==> src/rtl/mem_access_pkg.sv <==
// Shared encodings for the memory access adapter: access sizes, FSM states,
// and the read-wait counter width.
package mem_access_pkg;

    localparam logic [1:0] SZ_BYTE = 2'b00;
    localparam logic [1:0] SZ_HALF = 2'b01;
    localparam logic [1:0] SZ_WORD = 2'b10;

    localparam int RD_CNT_W = 4;

    typedef enum logic [2:0] {
        ST_IDLE     = 3'd0,
        ST_RD       = 3'd1,
        ST_WR_PULSE = 3'd2,
        ST_WR_WAIT  = 3'd3,
        ST_DONE     = 3'd4
    } state_t;

endpackage

==> src/rtl/mem_access_adapter_byte_lane_unit.sv <==
// Combinational lane logic: extracts a sub-word load result from a memory word
// and merges sub-word store data into a memory word.
module byte_lane_unit
    import mem_access_pkg::*;
#(
    parameter int LITTLE_ENDIAN = 1
) (
    input  logic [31:0] i_word,
    input  logic [1:0]  i_lane,
    input  logic [1:0]  i_size,
    input  logic        i_sign_ext,
    input  logic [31:0] i_wdata,
    output logic [31:0] o_rdata,
    output logic [31:0] o_merged
);

    logic [4:0]  w_bsh;
    logic [4:0]  w_hsh;
    logic [7:0]  w_byte;
    logic [15:0] w_half;

    always_comb begin
        w_bsh  = (LITTLE_ENDIAN != 0) ? {i_lane, 3'b000} : {~i_lane, 3'b000};
        w_hsh  = (LITTLE_ENDIAN != 0) ? {i_lane[1], 4'b0000} : {~i_lane[1], 4'b0000};
        w_byte = i_word[w_bsh +: 8];
        w_half = i_word[w_hsh +: 16];
        case (i_size)
            SZ_BYTE: o_rdata = {{24{i_sign_ext & w_byte[7]}}, w_byte};
            SZ_HALF: o_rdata = {{16{i_sign_ext & w_half[15]}}, w_half};
            default: o_rdata = i_word;
        endcase
    end

    genvar gi;
    generate
        for (gi = 0; gi < 4; gi++) begin : g_lane
            // Byte address held by physical slot gi of the data bus.
            localparam logic [1:0] AB = 2'((LITTLE_ENDIAN != 0) ? gi : 3 - gi);
            logic       w_en;
            logic [7:0] w_src;

            always_comb begin
                case (i_size)
                    SZ_BYTE: begin
                        w_en  = (i_lane == AB);
                        w_src = i_wdata[7:0];
                    end
                    SZ_HALF: begin
                        w_en  = (i_lane[1] == AB[1]);
                        w_src = i_wdata[(gi % 2) * 8 +: 8];
                    end
                    default: begin
                        w_en  = 1'b1;
                        w_src = i_wdata[gi * 8 +: 8];
                    end
                endcase
            end

            assign o_merged[gi * 8 +: 8] = w_en ? w_src : i_word[gi * 8 +: 8];
        end
    endgenerate

endmodule

==> src/rtl/mem_access_adapter.sv <==
// Load/store adapter onto an aligned word-only memory port, with RMW for sub-word
// stores. Optional misalignment trap enabled by defining MEM_ALIGN_EXC_EN.
module mem_access_adapter
    import mem_access_pkg::*;
#(
    parameter int RD_WAIT_CYCLES = 1,
    parameter int LITTLE_ENDIAN  = 1
) (
    input  logic        clk50M,
    input  logic        rst_n,
    input  logic        req,
    input  logic        is_write,
    input  logic [1:0]  size,
    input  logic        sign_ext,
    input  logic [31:0] addr,
    input  logic [31:0] wdata,
    output logic [31:0] rdata,
    output logic        ready,
    output logic        addr_err,
    output logic [31:0] pm_addr,
    output logic        pm_is_write,
    output logic [31:0] pm_wdata,
    input  logic [31:0] pm_rdata,
    input  logic        pm_busy
);

    localparam logic [RD_CNT_W-1:0] RD_LAST = RD_CNT_W'(RD_WAIT_CYCLES - 1);

    state_t              r_state;
    state_t              w_state_next;
    logic                r_is_write;
    logic [1:0]          r_size;
    logic                r_sign_ext;
    logic [1:0]          r_lane;
    logic [31:0]         r_wdata;
    logic [RD_CNT_W-1:0] r_cnt;
    logic [31:0]         r_rdata;
    logic [31:0]         r_pm_addr;
    logic [31:0]         r_pm_wdata;
    logic                w_rd_hit;
    logic                w_misal;
    logic                w_err;
    logic [31:0]         w_extract;
    logic [31:0]         w_merged;

`ifdef MEM_ALIGN_EXC_EN
    logic r_misal;
    assign w_misal = ((size == SZ_HALF) && addr[0]) || (size[1] && (addr[1:0] != 2'b00));
    always_ff @(posedge clk50M or negedge rst_n) begin
        if (!rst_n) begin
            r_misal <= 1'b0;
        end else if (r_state == ST_IDLE && req) begin
            r_misal <= w_misal;
        end
    end
    assign w_err = r_misal;
`else
    assign w_misal = 1'b0;
    assign w_err   = 1'b0;
`endif

    assign w_rd_hit = (r_cnt == RD_LAST) && !pm_busy;

    byte_lane_unit #(.LITTLE_ENDIAN(LITTLE_ENDIAN)) u_lane (
        .i_word     (pm_rdata),
        .i_lane     (r_lane),
        .i_size     (r_size),
        .i_sign_ext (r_sign_ext),
        .i_wdata    (r_wdata),
        .o_rdata    (w_extract),
        .o_merged   (w_merged)
    );

    always_ff @(posedge clk50M or negedge rst_n) begin
        if (!rst_n) begin
            r_state <= ST_IDLE;
        end else begin
            r_state <= w_state_next;
        end
    end

    always_comb begin
        w_state_next = r_state;
        case (r_state)
            ST_IDLE: begin
                if (req) begin
                    if (w_misal)                 w_state_next = ST_DONE;
                    else if (is_write && size[1]) w_state_next = ST_WR_PULSE;
                    else                         w_state_next = ST_RD;
                end
            end
            ST_RD:       if (w_rd_hit) w_state_next = r_is_write ? ST_WR_PULSE : ST_DONE;
            ST_WR_PULSE: w_state_next = ST_WR_WAIT;
            ST_WR_WAIT:  if (!pm_busy) w_state_next = ST_DONE;
            ST_DONE:     w_state_next = ST_IDLE;
            default:     w_state_next = ST_IDLE;
        endcase
    end

    always_comb begin
        ready       = (r_state == ST_DONE);
        pm_is_write = (r_state == ST_WR_PULSE);
        addr_err    = (r_state == ST_DONE) && w_err;
    end

    // Request latches and datapath; a trapped access leaves the memory port untouched.
    always_ff @(posedge clk50M or negedge rst_n) begin
        if (!rst_n) begin
            r_is_write <= 1'b0;
            r_size     <= 2'b00;
            r_sign_ext <= 1'b0;
            r_lane     <= 2'b00;
            r_wdata    <= '0;
            r_cnt      <= '0;
            r_rdata    <= '0;
            r_pm_addr  <= '0;
            r_pm_wdata <= '0;
        end else begin
            case (r_state)
                ST_IDLE: begin
                    if (req) begin
                        r_is_write <= is_write;
                        r_size     <= size;
                        r_sign_ext <= sign_ext;
                        r_lane     <= addr[1:0];
                        r_wdata    <= wdata;
                        r_cnt      <= '0;
                        r_rdata    <= '0;
                        if (!w_misal) begin
                            r_pm_addr <= {addr[31:2], 2'b00};
                            if (is_write) r_pm_wdata <= wdata;
                        end
                    end
                end
                ST_RD: begin
                    if (w_rd_hit) begin
                        if (r_is_write) r_pm_wdata <= w_merged;
                        else            r_rdata    <= w_extract;
                    end else if (r_cnt != RD_LAST) begin
                        r_cnt <= r_cnt + RD_CNT_W'(1);
                    end
                end
                default: ;
            endcase
        end
    end

    assign rdata    = r_rdata;
    assign pm_addr  = r_pm_addr;
    assign pm_wdata = r_pm_wdata;

endmodule

==> config.mk <==
export PLATFORM = sky130hd
export DESIGN_NAME = mem_access_adapter
export DESIGN_NICKNAME = d
export VERILOG_FILES = /design/src/rtl/mem_access_pkg.sv /design/src/rtl/mem_access_adapter_byte_lane_unit.sv /design/src/rtl/mem_access_adapter.sv
export SDC_FILE = /design/constraint.sdc
export NUM_CORES = 1
export LEC_CHECK = 0
export BUFFER_PORTS_ARGS = -buffer_cell sky130_fd_sc_hd__buf_2
export CAP_MARGIN = 20
export CORE_MARGIN = 5
export CORE_UTILIZATION = 40
export DETAILED_ROUTE_END_ITERATION = 10
export PLACE_DENSITY = 0.73
export SLEW_MARGIN = 40
export SYNTH_ARGS = -nofsm -noshare
export SYNTH_HDL_FRONTEND = slang
export SYNTH_SLANG_ARGS = --single-unit
==> constraint.sdc <==
create_clock -name clk50M -period 2.01 [get_ports clk50M]
set_input_delay 0.201 -clock clk50M [delete_from_list [all_inputs] [get_ports clk50M]]
set_output_delay 0.201 -clock clk50M [all_outputs]
set_load 0.01 [all_outputs]
After elaboration in Yosys (flattened, before gate mapping) --
Index checks and enable logic that the tools add are counted.
Word-level totals: register bits after elaboration 139, bits in latches 0, RAM bits 0, bits in read-only memories 0, word-level logic and storage cells 78, memories kept 0
Cells by class: add/sub/neg operators 1, multipliers 0, divide/modulo/power cells 0, $lt $le $gt $ge 0, equality and inequality tests 16, shift operators 2, mux-type cells 31, bitwise operators 3, reductions and logical operators 15
Operators with widths (number):
- 32-bit two-way mux | 7
- 32-bit case mux with 2 select lines | 3
- 8-bit two-way mux | 6
- 32-bit by 6-bit variable part select with 16-bit output | 1
- 32-bit by 6-bit variable part select with 8-bit output | 1
- 2-bit inequality test (second input constant) | 8
- 8-bit case mux with 2 select lines | 1
- 3-bit two-way mux | 4
- 4-bit two-way mux | 3
- 3-bit case mux with 4 select lines | 1
- 1-bit case mux with 2 select lines | 4
- 4-bit case mux with 2 select lines | 1
- 4-bit AND reduction | 2
- 3-bit by 2-bit == test with 1-bit output (second input constant) | 2
- 5-bit AND reduction | 1
- 4-bit by 1-bit adder with 4-bit output (second input constant) | 1
- 2-bit by 1-bit == test with 1-bit output (second input constant) | 2
- 2-bit == test (second input constant) | 2
- 2-bit zero test | 2
- 4-bit zero test | 1
- 4-bit nonzero test | 1
- 3-bit by 1-bit == test with 1-bit output (second input constant) | 1
- 3-bit == test (second input constant) | 1
- 3-bit zero test | 1
- 9 further kinds | 11

Depth between registers and ports, before layout --
Gate-level depths: netlist (run 1).
depth in word-level cells 7, depth in mapped cells 8, depth with buffers taken out 6

By module --
Synthesis (run 1) repeated with hierarchy kept, for this count alone.
Second synthesis, totals: cell total of the unflattened synthesis 859, area total of the unflattened synthesis 7704.9 um^2
By module, submodules not included:
- mem_access_adapter | times used 1, cells each 662, area an instance 6140.9 um^2
- byte_lane_unit | times used 1, cells each 197, area an instance 1564.0 um^2

Worst setup path after synthesis (run 1) --
No wires, ideal clock.
kind reg2reg, from register r_cnt[0], to register r_pm_wdata[12] (netlist: pm_wdata[12]), arrival 1733 ps, data required time 1872 ps, path slack 139 ps, stages on the path, launching flop included 8, buffers on the path 1, path through dfrtp_1 inv_1 ha_1 or4b_1 o22a_1 clkbuf_1 nand2_1 o211ai_1
On the way: word-level cells in the longest chain between the ends 4
RTL lines:
- start: declaration | RTL line mem_access_adapter.sv:36 | logic [RD_CNT_W-1:0] r_cnt;
- start signal: assignment | RTL line mem_access_adapter.sv:140 | r_cnt <= r_cnt + RD_CNT_W'(1);
- 4-bit zero test | RTL line mem_access_adapter.sv:62 | assign w_rd_hit = (r_cnt == RD_LAST) && !pm_busy;
- 1-bit logical AND | RTL line mem_access_adapter.sv:62
- 2-bit inequality test (no source line)
- 5-bit AND reduction (no source line)
- end signal: assignment | RTL line mem_access_adapter.sv:131 | if (is_write) r_pm_wdata <= wdata;
- end signal: assignment | RTL line mem_access_adapter.sv:137 | if (r_is_write) r_pm_wdata <= w_merged;
- end: declaration | RTL line mem_access_adapter.sv:39 | logic [31:0] r_pm_wdata;
No other way between the ends. A chain may end at the register's enable or synchronous reset.

Final worst setup path (run 1) --
from register r_cnt[0], to register r_pm_wdata[29] (netlist: pm_wdata[29])
Same word-level chain as after synthesis.

==> results of run 1 <==
sequential cells by signal (all words and copies together) (netlist names):
register    cells
pm_wdata       32
r_wdata        32
rdata          32
pm_addr        30
r_cnt           4
r_state         3
r_lane          2
r_size          2
r_is_write      1
r_sign_ext      1
worst min-delay path: cells and delay by family:
| kind | cells | cell delay [ns] |
|---|---|---|
| buffers and inverters | 1 | 0.09 |
| and+or+nand+nor | 2 | 0.11 |
where the power goes:
group	switching, mW	internal, mW
combinational	3.79	2.92
clock	1.33	1.62
sequential	0.924	3.96
total	6.04	8.50
what timing repair did:
action | in CTS | in global routing
setup endpoints to repair | 0 | 50
buffers inserted | 0 | 7
resized for setup | 0 | 6
hold buffers | 58 | 0
hold endpoints to repair | 102 | 0
cell usage after synthesis, types with 2 or more instances:
master    instances  area (um^2)
nand2_1         274         1030
dfrtp_1         139         3480
mux2i_1          34          340
clkbuf_1         31          116
nand3_1          25          125
o211ai_1         24          180
o21ai_0          23          115
buf_2            20          100
o21ai_1          19         95.1
mux2_2           17          191
or3_1            16          100
a221oi_1         15          131
a22o_1           15          131
a221o_1          12          120
a21oi_1          11         55.1
a31oi_1           8         50.1
nor2_1            7         26.3
nor3b_1           6         45.0
inv_1             4         15.0
buf_4             3         22.5
nand2b_1          3         18.8
nand3b_1          3         22.5
nor2b_1           3         18.8
a211oi_1          2         15.0
ha_1              2         25.0
nand4_1           2         12.5
o21ba_2           2         20.0
worst min-delay path by stage:
| stage | slack [ns] | cells after the start | endpoint |
|---|---|---|---|
| final | 0.01 | 3 | r_wdata[25]$_DFFE_PN0P_ |
| after global routing | 0.02 | 3 | r_wdata[15]$_DFFE_PN0P_ |
| after CTS | 0.00003 | 3 | r_wdata[15]$_DFFE_PN0P_ |
| after detailed placement | 0.17 | 1 | pm_wdata[7]$_DFFE_PN0P_ |
| after global placement | 0.18 | 1 | pm_wdata[1]$_DFFE_PN0P_ |
| after floorplan | -0.09 | 0 | pm_addr[10]$_DFFE_PN0P_ |
layer usage:
metal | track usage, % | part of all wire (%)
met4 | 8.28 | 3.3
met1 | 30.9 | 41
met5 | 0 | 0
met3 | 5.73 | 9.4
met2 | 35.8 | 46
layout by cell type (no fill, tap or decap), types with 19 or more instances in the layout:
cell type	count
nand2_1	274
buf_2	198
dfrtp_1	139
dlygate4sd3_1	58
mux2i_1	34
buf_4	34
nand3_1	25
o211ai_1	24
o21ai_0	23
o21ai_1	19
clkbuf_16	19
through the flow:
stage / instances / cell area (um^2)
floorplan: 753 / 6930
global placement: 1156 / 8330
detailed placement: 1156 / 8340
CTS: 1246 / 9480
global route: 1256 / 9600
finish: 1256 / 9600
cells by family (layout without fill, tap and decap cells):
| kind of cell | Yosys count | count (layout) | share of synthesized area (%) |
|---|---|---|---|
| flops | 139 | 139 | 50.3 |
| xor+xnor | 2 | 2 | 0.253 |
| simple gates | 352 | 352 | 22.3 |
| buf+inv | 62 | 339 | 4.01 |
| other cells | 1 | 4 | 0.0542 |
| compound gates | 141 | 141 | 14.8 |
| fa+ha+maj | 2 | 2 | 0.362 |
| mux | 52 | 52 | 8.01 |
area by class of cell:
class / count / share of cell area [%]
clock buffers: 17 / 4.43
flip-flops and latches: 139 / 36.2
inverters: 5 / 0.195
repair buffers: 302 / 21.4
clock inverters: 15 / 1.38
well taps: 225 / 2.93
diodes: 1 / 0.0261
multi-input cells: 552 / 33.4
==> flow_summary_export.csv, run 1 <==
group,metric,value,unit
status,outcome,"finished clean",
cts,clock-sinks,139,
cells_and_area,seq_area,3480,um^2
sta,slew_headroom,54.4,%
worst_setup_path,path_depth,7,
yosys,avgSynthCellArea,9.21,um^2
floorplan,die_h,142,um
worst_setup_path,critPathCaptureType,"register",
worst_setup_path,max_stage_delay,0.51,ns
worst_setup_path,cp_cell_sequence,"inv_1 -> ha_2 -> or4b_4 -> o22ai_4 -> clkbuf_16 -> o21ai_0 -> o21ai_1",
global_routing,first_global_vias,6614,
global_routing,grt-ovfl-total,0,
global_routing,grt_use_total,22.9,%
yosys,seq_area_frac_synth,50.3,%
sta,post-route-period-util,98.2,%
yosys,ys_ff_latch,139,
cts,clk_pin_slew,0.06,ns
worst_setup_path,required,2.35,ns
placed_design,place.gp.congestion,0.950,
cells_and_area,multi_input_area,3210,um^2
worst_setup_path,crit_path_max_fanout,16,
sta,worstMarginPinSlew,0.680,ns
sta,min_period,1.97,ns
sta,setup_slack,0.0360,ns
placed_design,pre_cts_slack,0.0107,ns
worst_setup_path,rrSetupSlack,0.04,ns
worst_setup_path,crit_family,"simple AND/OR/NAND/NOR gates",
worst_setup_path,r2r-start,"r_cnt[0]$_DFFE_PN0P_",
detailed_routing,wl_per_cell,18.7,um
worst_setup_path,ff2ff_path_depth,7,
yosys,synth-edff-count,0,
worst_setup_path,endpoint,"pm_wdata[29]$_DFFE_PN0P_",
sta,hold_violations,0,
cts,cts_buffers,17,
worst_setup_path,path_buf_inv,2,
cts,htree_num_levels,4,
sta,slew_viol_final,0,
cells_and_area,area_growth_syn_to_layout,38.8,%
cts,cts_root_buf,"clkbuf_16",
floorplan,io_pins,203,
detailed_routing,drc,0,
cts,clockBufferDepth,2,
detailed_routing,routed_wl,23.5,mm
placed_design,hpwl,16.5,mm
power_and_ir_drop,irDropWorstVdd,766,uV
detailed_routing,drt_iter0_drc,633,
global_routing,antenna_found_initial,1,
worst_setup_path,crit_start,"r_cnt[0]$_DFFE_PN0P_",
yosys,yosys_warnings,0,
sta,fin_tns_setup,0,ns
yosys,synth_ff_type,"dfrtp_1",
cells_and_area,fin_nets,1123,
worst_setup_path,arrival,2.32,ns
power_and_ir_drop,p_total,14.5,mW
detailed_routing,vias,6843,
power_and_ir_drop,p_leak,4.85,nW
yosys,synthArstFlopShare,100,%
sta,finalSetupViolations,0,
floorplan,start_util,40.4,%
global_routing,grt_max_degree,48,
yosys,netlist_instances,751,
sta,rsz0062_at_grt,"true",
sta,worst_hold_slack,0.0142,ns
sta,fmax,0.507,GHz
floorplan,fp.dieArea,20000,um^2
sta,clock_skew,0.0116,ns
cells_and_area,drive_above_1_share,30.4,%
worst_setup_path,cp_slowest_cell,"or4b_4",
min_path,hp-start,"wdata[25]",
cells_and_area,fillers,1524,
yosys,synth_cell_types,58,
detailed_routing,drt_first_pass_iters,5,
worst_setup_path,critPathKind,"register to register",
cells_and_area,fin_util,56.1,%
cts,cts_tree,"yes",
detailed_routing,final_antenna_net_count,0,
run,maxCapViolations,0,
yosys,syn_area,6920,um^2
worst_setup_path,r2r_end,"pm_wdata[29]$_DFFE_PN0P_",
min_path,hp-class,"input pin to register",
floorplan,fp.dieW,142,um
power_and_ir_drop,powerDensity,1510,nW/um^2
floorplan,core_area,17100,um^2
global_routing,grt_pass1_wl,36.2,mm
worst_setup_path,start_kind,"register",
detailed_routing,avgViaCountPerCell,5.45,
cts,clk_latency,0.42,ns
placed_design,port_buffers,199,
floorplan,num_rows,48,
(Power assumes the default switching activity.)
==> run 2, diff against run 1 <==
Settings changed: SETUP_SLACK_MARGIN set to 0.05.
==> run 2 against run 1 <==
  * Worst hold slack worse by 0.0026 ns
  * Flip-flop and latch count did not move
  * First-iteration DRC count grew 0.32%
  * Cell area grew 0.31%
  * Non-clock buffer count stayed put
  * Die area stayed put
  * Maximum frequency grew 0.45%
  * Global-route usage is essentially flat
  * Sequential share of layout area fell by 0.11 points
  * Register-to-register slack hardly changed
  * Critical path depth is the same
  * Worst setup slack better by 0.0089 ns
==> flow_summary_export.csv, run 2 (same netlist as run 1, synthesis figures left out) <==
group,metric,value,unit
power_and_ir_drop,p_leak,4.86,nW
cells_and_area,area_growth_syn_to_layout,39.2,%
placed_design,post-place-cells,1156,
cells_and_area,fin_nets,1123,
floorplan,fp.dieArea,20000,um^2
global_routing,grt_max_degree,48,
detailed_routing,final_antenna_net_count,0,
worst_setup_path,path_buf_inv,2,
detailed_routing,drt_first_pass_iters,5,
sta,hold_violations,0,
cells_and_area,drive_above_1_share,31.2,%
placed_design,hpwl,16.5,mm
power_and_ir_drop,p_sw,6.09,mW
power_and_ir_drop,pwr-share-clk,20.2,%
cts,htree_num_levels,4,
detailed_routing,avgViaCountPerCell,5.45,
sta,slew_viol_final,0,
worst_setup_path,max_stage_delay,0.51,ns
worst_setup_path,ff2ff_path_depth,7,
worst_setup_path,critPathCaptureType,"register",
cts,clk_pin_slew,0.07,ns
worst_setup_path,crit_path_max_fanout,8,
global_routing,grt_use_met2,35.9,%
run,maxCapViolations,0,
floorplan,fp.dieW,142,um
placed_design,place.gp.congestion,0.950,
worst_setup_path,start_kind,"register",
sta,clock_skew,0.0121,ns
detailed_routing,vias,6846,
global_routing,grt_use_met3,5.73,%
detailed_routing,wl_per_cell,18.8,um
floorplan,core_area,17100,um^2
power_and_ir_drop,powerDensity,1520,nW/um^2
global_routing,first_global_vias,6622,
min_path,whs_path_depth,3,
sta,post-route-period-util,97.8,%
cells_and_area,instances_no_fill,1256,
detailed_routing,routed_wl,23.6,mm
detailed_routing,drt_iter0_drc,635,
cells_and_area,final_cell_mix,"nand2_1 (274), buf_2 (198), dfrtp_1 (139)",
cells_and_area,design_area,9630,um^2
detailed_routing,drc,0,
cts,cts_buffers,17,
sta,worstMarginPinSlew,0.697,ns
global_routing,gr-usage-met1,30.8,%
sta,slew_headroom,53.3,%
power_and_ir_drop,irDropWorstVdd,767,uV
worst_setup_path,crit_family,"simple AND/OR/NAND/NOR gates",
sta,finalSetupViolations,0,
global_routing,grt_pass1_wl,36.2,mm
worst_setup_path,path_depth,7,
cts,clk_latency,0.42,ns
sta,min_period,1.97,ns
global_routing,grt-ovfl-total,0,
sta,rsz0062_at_grt,"true",
power_and_ir_drop,p_sw_share,41.7,%
cts,clock-sinks,139,
cts,cts_root_buf,"clkbuf_16",
cells_and_area,layout_commonest_cell,"nand2_1",
worst_setup_path,cp_slowest_cell,"or4b_4",
worst_setup_path,required,2.36,ns
worst_setup_path,cp_cell_sequence,"inv_2 -> ha_4 -> or4b_4 -> nor3_4 -> buf_6 -> o21ai_0 -> o21ai_1",
worst_setup_path,critPathKind,"register to register",
global_routing,antenna_found_initial,1,
power_and_ir_drop,p_comb_share,46.4,%
global_routing,grt_use_total,22.9,%
floorplan,die_h,142,um
status,outcome,"finished clean",
cts,clockBufferDepth,2,
placed_design,port_buffers,199,
min_path,hp-class,"input pin to register",
cts,cts_tree,"yes",
sta,fmax,0.509,GHz
floorplan,io_pins,203,
sta,setup_slack,0.0449,ns
placed_design,dpl_cell_area,8340,um^2
power_and_ir_drop,p_total,14.6,mW
worst_setup_path,arrival,2.32,ns
power_and_ir_drop,intPower,8.53,mW
placed_design,pre_cts_slack,0.0107,ns
global_routing,top_usage_layer,"met2",
power_and_ir_drop,p_seq_share,33.4,%
floorplan,num_rows,48,
floorplan,start_util,40.4,%
-- run 2: cell types whose count changed in the layout (fill, tap and decap cells not counted), moves of 2 or more --
| cell | delta |
|---|---|
| o21ai_2 | +7 |
| buf_4 | -2 |
| o21ai_1 | +5 |
| o21ai_0 | -12 |
| buf_6 | +3 |
-- run 2: area by class of cell --
| cell class | count | area (um^2) |
|---|---|---|
| tap | 225 | 282 |
| antenna | 1 | 2.50 |
| clock inverter | 15 | 133 |
| multi-input combinational | 552 | 3240 |
| fill | 1527 | 7480 |
| inverter | 5 | 18.8 |
| timing repair buffer | 302 | 2050 |
| sequential | 139 | 3480 |
| clock buffer | 17 | 425 |
-- run 2: metal layers --
layer  wire, um  up-vias  share of wire (%)
li1           -     3135                  -
met1       9670     3303                 41
met2      10900      351                 46
met3       2220       57                9.4
met4        799        0                3.4
met5          0        -                  0
-- run 2: final timing paths --
path                                    startpoint                      end  slack (ns)
max                           r_cnt[1]$_DFFE_PN0P_     rdata[0]$_DFFE_PN0P_        0.04
min                                      wdata[15]  r_wdata[15]$_DFFE_PN0P_        0.01
max reg2reg                   r_cnt[1]$_DFFE_PN0P_     rdata[0]$_DFFE_PN0P_        0.04
min reg2reg                r_wdata[31]$_DFFE_PN0P_  r_wdata[31]$_DFFE_PN0P_        0.47
max in group asynchronous                    rst_n    rdata[17]$_DFFE_PN0P_        1.08
min in group asynchronous                    rst_n  pm_addr[31]$_DFFE_PN0P_        0.29
-- run 2: power groups by stage --
stage,Clock (mW),Sequential (mW),Combinational (mW)
3_3_place_gp,0,4.86,6.27
2_1_floorplan,0,5.01,3.82
3_5_place_dp,0,4.89,6.42
5_1_grt,3.10,5.01,7.40
4_1_cts,3.00,4.86,6.52
6_report,2.96,4.88,6.77
-- run 2: timing repair --
action,in CTS,in global routing
cloned,0,2
resized for setup,2,30
hold buffers,58,0
endpoints found under the setup margin,18,57
endpoints found under the hold margin,102,0
buffers inserted,1,6
pin swaps,1,13
-- run 2: per-stage QoR --
step / util, % / TNS [ns] / hold WS, ns
after floorplan: - / 0 / -0.0946
after global placement: 48.7 / 0 / 0.178
after detailed placement: 48.7 / 0 / 0.171
after CTS: 55.4 / 0 / 0.0000258
after global routing: 56.3 / -0.225 / 0.0201
final: 56.3 / 0 / 0.0116
-- run 2: worst min-delay path, delay by kind of cell --
| kind | cells | cell delay [ns] |
|---|---|---|
| buf+inv | 1 | 0.10 |
| simple gates | 2 | 0.10 |
==> run 3, diff against run 2 <==
Settings changed: CTS_BUF_LIST set to sky130_fd_sc_hd__clkbuf_8.
Clock period 2.01 ns to 1.63 ns, I/O delays scaled along.
==> run 3 against run 2 <==
  * The flow now finishes with violations (negative setup slack)
  * Total power rose by 47%
  * Critical endpoint is now rdata[13]$_DFFE_PN0P_
  * Core utilization is 10 points higher
  * Combinational power rose by 80%
  * Clock-buffer cell count unchanged
  * Largest power group unchanged
  * Sequential power rose by 25%
  * Cell count grew 7.1%
==> flow_summary_export.csv, run 3 (same netlist as run 1, synthesis figures left out) <==
group,metric,value,unit
status,outcome,"complete, but fails checks",
status,violations,"negative setup slack",
floorplan,fp.dieArea,20000,um^2
sta,setup_slack,-0.333,ns
sta,hold_violations,0,
power_and_ir_drop,p_leak,5.70,nW
detailed_routing,final_antenna_net_count,0,
global_routing,grt_pass1_wl,41.0,mm
worst_setup_path,arrival,2.34,ns
floorplan,num_rows,48,
cells_and_area,fin_util,66.6,%
sta,fmax,0.509,GHz
cells_and_area,area_growth_syn_to_layout,64.8,%
cells_and_area,instances_no_fill,1345,
worst_setup_path,crit_path_max_fanout,7,
min_path,hp-start,"pm_rdata[23]",
cts,cts_buffers,17,
min_path,hp-class,"input pin to register",
global_routing,grt_use_total,26.2,%
cells_and_area,design_area,11400,um^2
floorplan,start_util,40.4,%
detailed_routing,drc,0,
cells_and_area,final_cell_mix,"buf_2 (198), nand2_1 (161), dfrtp_1 (138)",
worst_setup_path,r2r-start,"r_cnt[1]$_DFFE_PN0P_",
sta,slew_viol_final,0,
detailed_routing,drt_first_pass_iters,6,
run,maxCapViolations,0,
floorplan,die_h,142,um
power_and_ir_drop,p_comb_share,57.1,%
cells_and_area,fin_nets,1211,
floorplan,io_pins,203,
floorplan,fp.dieW,142,um
detailed_routing,wl_per_cell,22.4,um
detailed_routing,routed_wl,30.2,mm
floorplan,core_area,17100,um^2
detailed_routing,avgViaCountPerCell,5.77,
placed_design,hpwl,16.7,mm
worst_setup_path,rrSetupSlack,-0.33,ns
power_and_ir_drop,pwr-share-clk,14.4,%
sta,clock_skew,0.0109,ns
sta,worstMarginPinSlew,0.815,ns
sta,finalSetupViolations,129,
power_and_ir_drop,powerDensity,1880,nW/um^2
placed_design,port_buffers,199,
global_routing,grt-ovfl-total,0,
cells_and_area,layout_commonest_cell,"buf_2",
power_and_ir_drop,intPower,12.3,mW
min_path,whs_path_depth,2,
placed_design,dpl_cell_area,8620,um^2
cts,clock-sinks,139,
sta,slew_headroom,45.6,%
worst_setup_path,ff2ff_path_depth,6,
worst_setup_path,start_kind,"register",
min_path,min_to,"rdata[23]$_DFFE_PN0P_",
cts,cts_tree,"yes",
global_routing,first_global_vias,7414,
global_routing,antenna_found_initial,1,
cts,clk_pin_slew,0.09,ns
sta,worst_hold_slack,0.0273,ns
global_routing,grt_max_degree,45,
detailed_routing,vias,7754,
sta,post-route-period-util,120,%
placed_design,post-place-cells,1182,
cts,htree_num_levels,4,
worst_setup_path,r2r_end,"rdata[13]$_DFFE_PN0P_",
worst_setup_path,critPathCaptureType,"register",
cts,clockBufferDepth,2,
detailed_routing,drt_iter0_drc,915,
power_and_ir_drop,p_seq_share,28.5,%
worst_setup_path,critPathKind,"register to register",
placed_design,place.gp.congestion,0.905,
cts,clk_latency,0.47,ns
sta,rsz0062_at_grt,"true",
cells_and_area,drive_above_1_share,47.0,%
sta,min_period,1.96,ns
power_and_ir_drop,p_sw,9.16,mW
cts,cts_root_buf,"clkbuf_8",
power_and_ir_drop,irDropWorstVdd,839,uV
sta,fin_tns_setup,-21.21,ns
worst_setup_path,required,2.00,ns
power_and_ir_drop,p_sw_share,42.7,%
[run 3: changes by cell type in the layout (fill, tap and decap cells not counted), moves of 12 or more]
cell	before	now
nand2_1	274	161
nand2_2	1	78
nand2_4	0	35
buf_4	32	49
buf_6	5	22
clkbuf_8	0	17
dlygate4sd3_1	58	75
buf_12	8	20
[run 3: repair_timing]
| item | CTS | global route |
|---|---|---|
| pin swaps | 45 | 83 |
| buffers inserted | 18 | 18 |
| endpoints found under the hold margin | 193 | 0 |
| resized for setup | 85 | 182 |
| setup endpoints to repair | 137 | 137 |
| gates cloned | 10 | 14 |
| hold buffers | 75 | 0 |
[run 3: layout make-up]
class / instances / area [um^2]
inverters: 5 / 18.8
fillers: 1230 / 5710
clock inverters: 15 / 188
flip-flops and latches: 139 / 3480
repair buffers: 390 / 3350
clock buffers: 17 / 234
diodes: 2 / 5.00
multi-input cells: 552 / 3850
well taps: 225 / 282
[run 3: power groups by stage]
stage          Combinational, mW  Clock [mW]  Sequential, mW
2_1_floorplan               4.92           0            6.19
3_3_place_gp                8.57           0            5.86
3_5_place_dp                8.73           0            5.91
4_1_cts                     10.3        3.09            5.86
5_1_grt                     13.0        3.26            6.24
6_report                    12.2        3.08            6.11
[run 3: through the flow]
stage / setup WS (ns) / total power, mW
3_5_place_dp: -0.283 / 14.6
5_1_grt: -0.408 / 22.5
3_3_place_gp: -0.214 / 14.4
4_1_cts: -0.278 / 19.3
6_report: -0.333 / 21.4
2_1_floorplan: -0.154 / 11.1
[run 3: metal layers]
metal,track usage (%),vias up,routed length (um)
li1,-,3329,-
met1,35.1,3749,11500
met2,40.7,527,14200
met3,5.46,149,2710
met4,12.6,0,1700
met5,0,-,0
[run 3: worst max-delay path by stage]
stage	from	endpoint	depth (start not counted)
2_1_floorplan	r_cnt[0]$_DFFE_PN0P_	rdata[10]$_DFFE_PN0P_	6
3_3_place_gp	r_cnt[1]$_DFFE_PN0P_	pm_wdata[19]$_DFFE_PN0P_	7
3_5_place_dp	r_cnt[1]$_DFFE_PN0P_	pm_wdata[6]$_DFFE_PN0P_	7
4_1_cts	r_cnt[1]$_DFFE_PN0P_	pm_wdata[20]$_DFFE_PN0P_	9
5_1_grt	r_cnt[0]$_DFFE_PN0P_	rdata[13]$_DFFE_PN0P_	6
6_report	r_cnt[1]$_DFFE_PN0P_	rdata[13]$_DFFE_PN0P_	6
[run 3: critical path, cell delays in order, from the launching register on]
cell	delay (ns)
dfrtp_1	0.41
inv_2	0.08
ha_4	0.13
or4b_4	0.50
nor3_4	0.20
nand4_1	0.32
o21ai_1	0.23
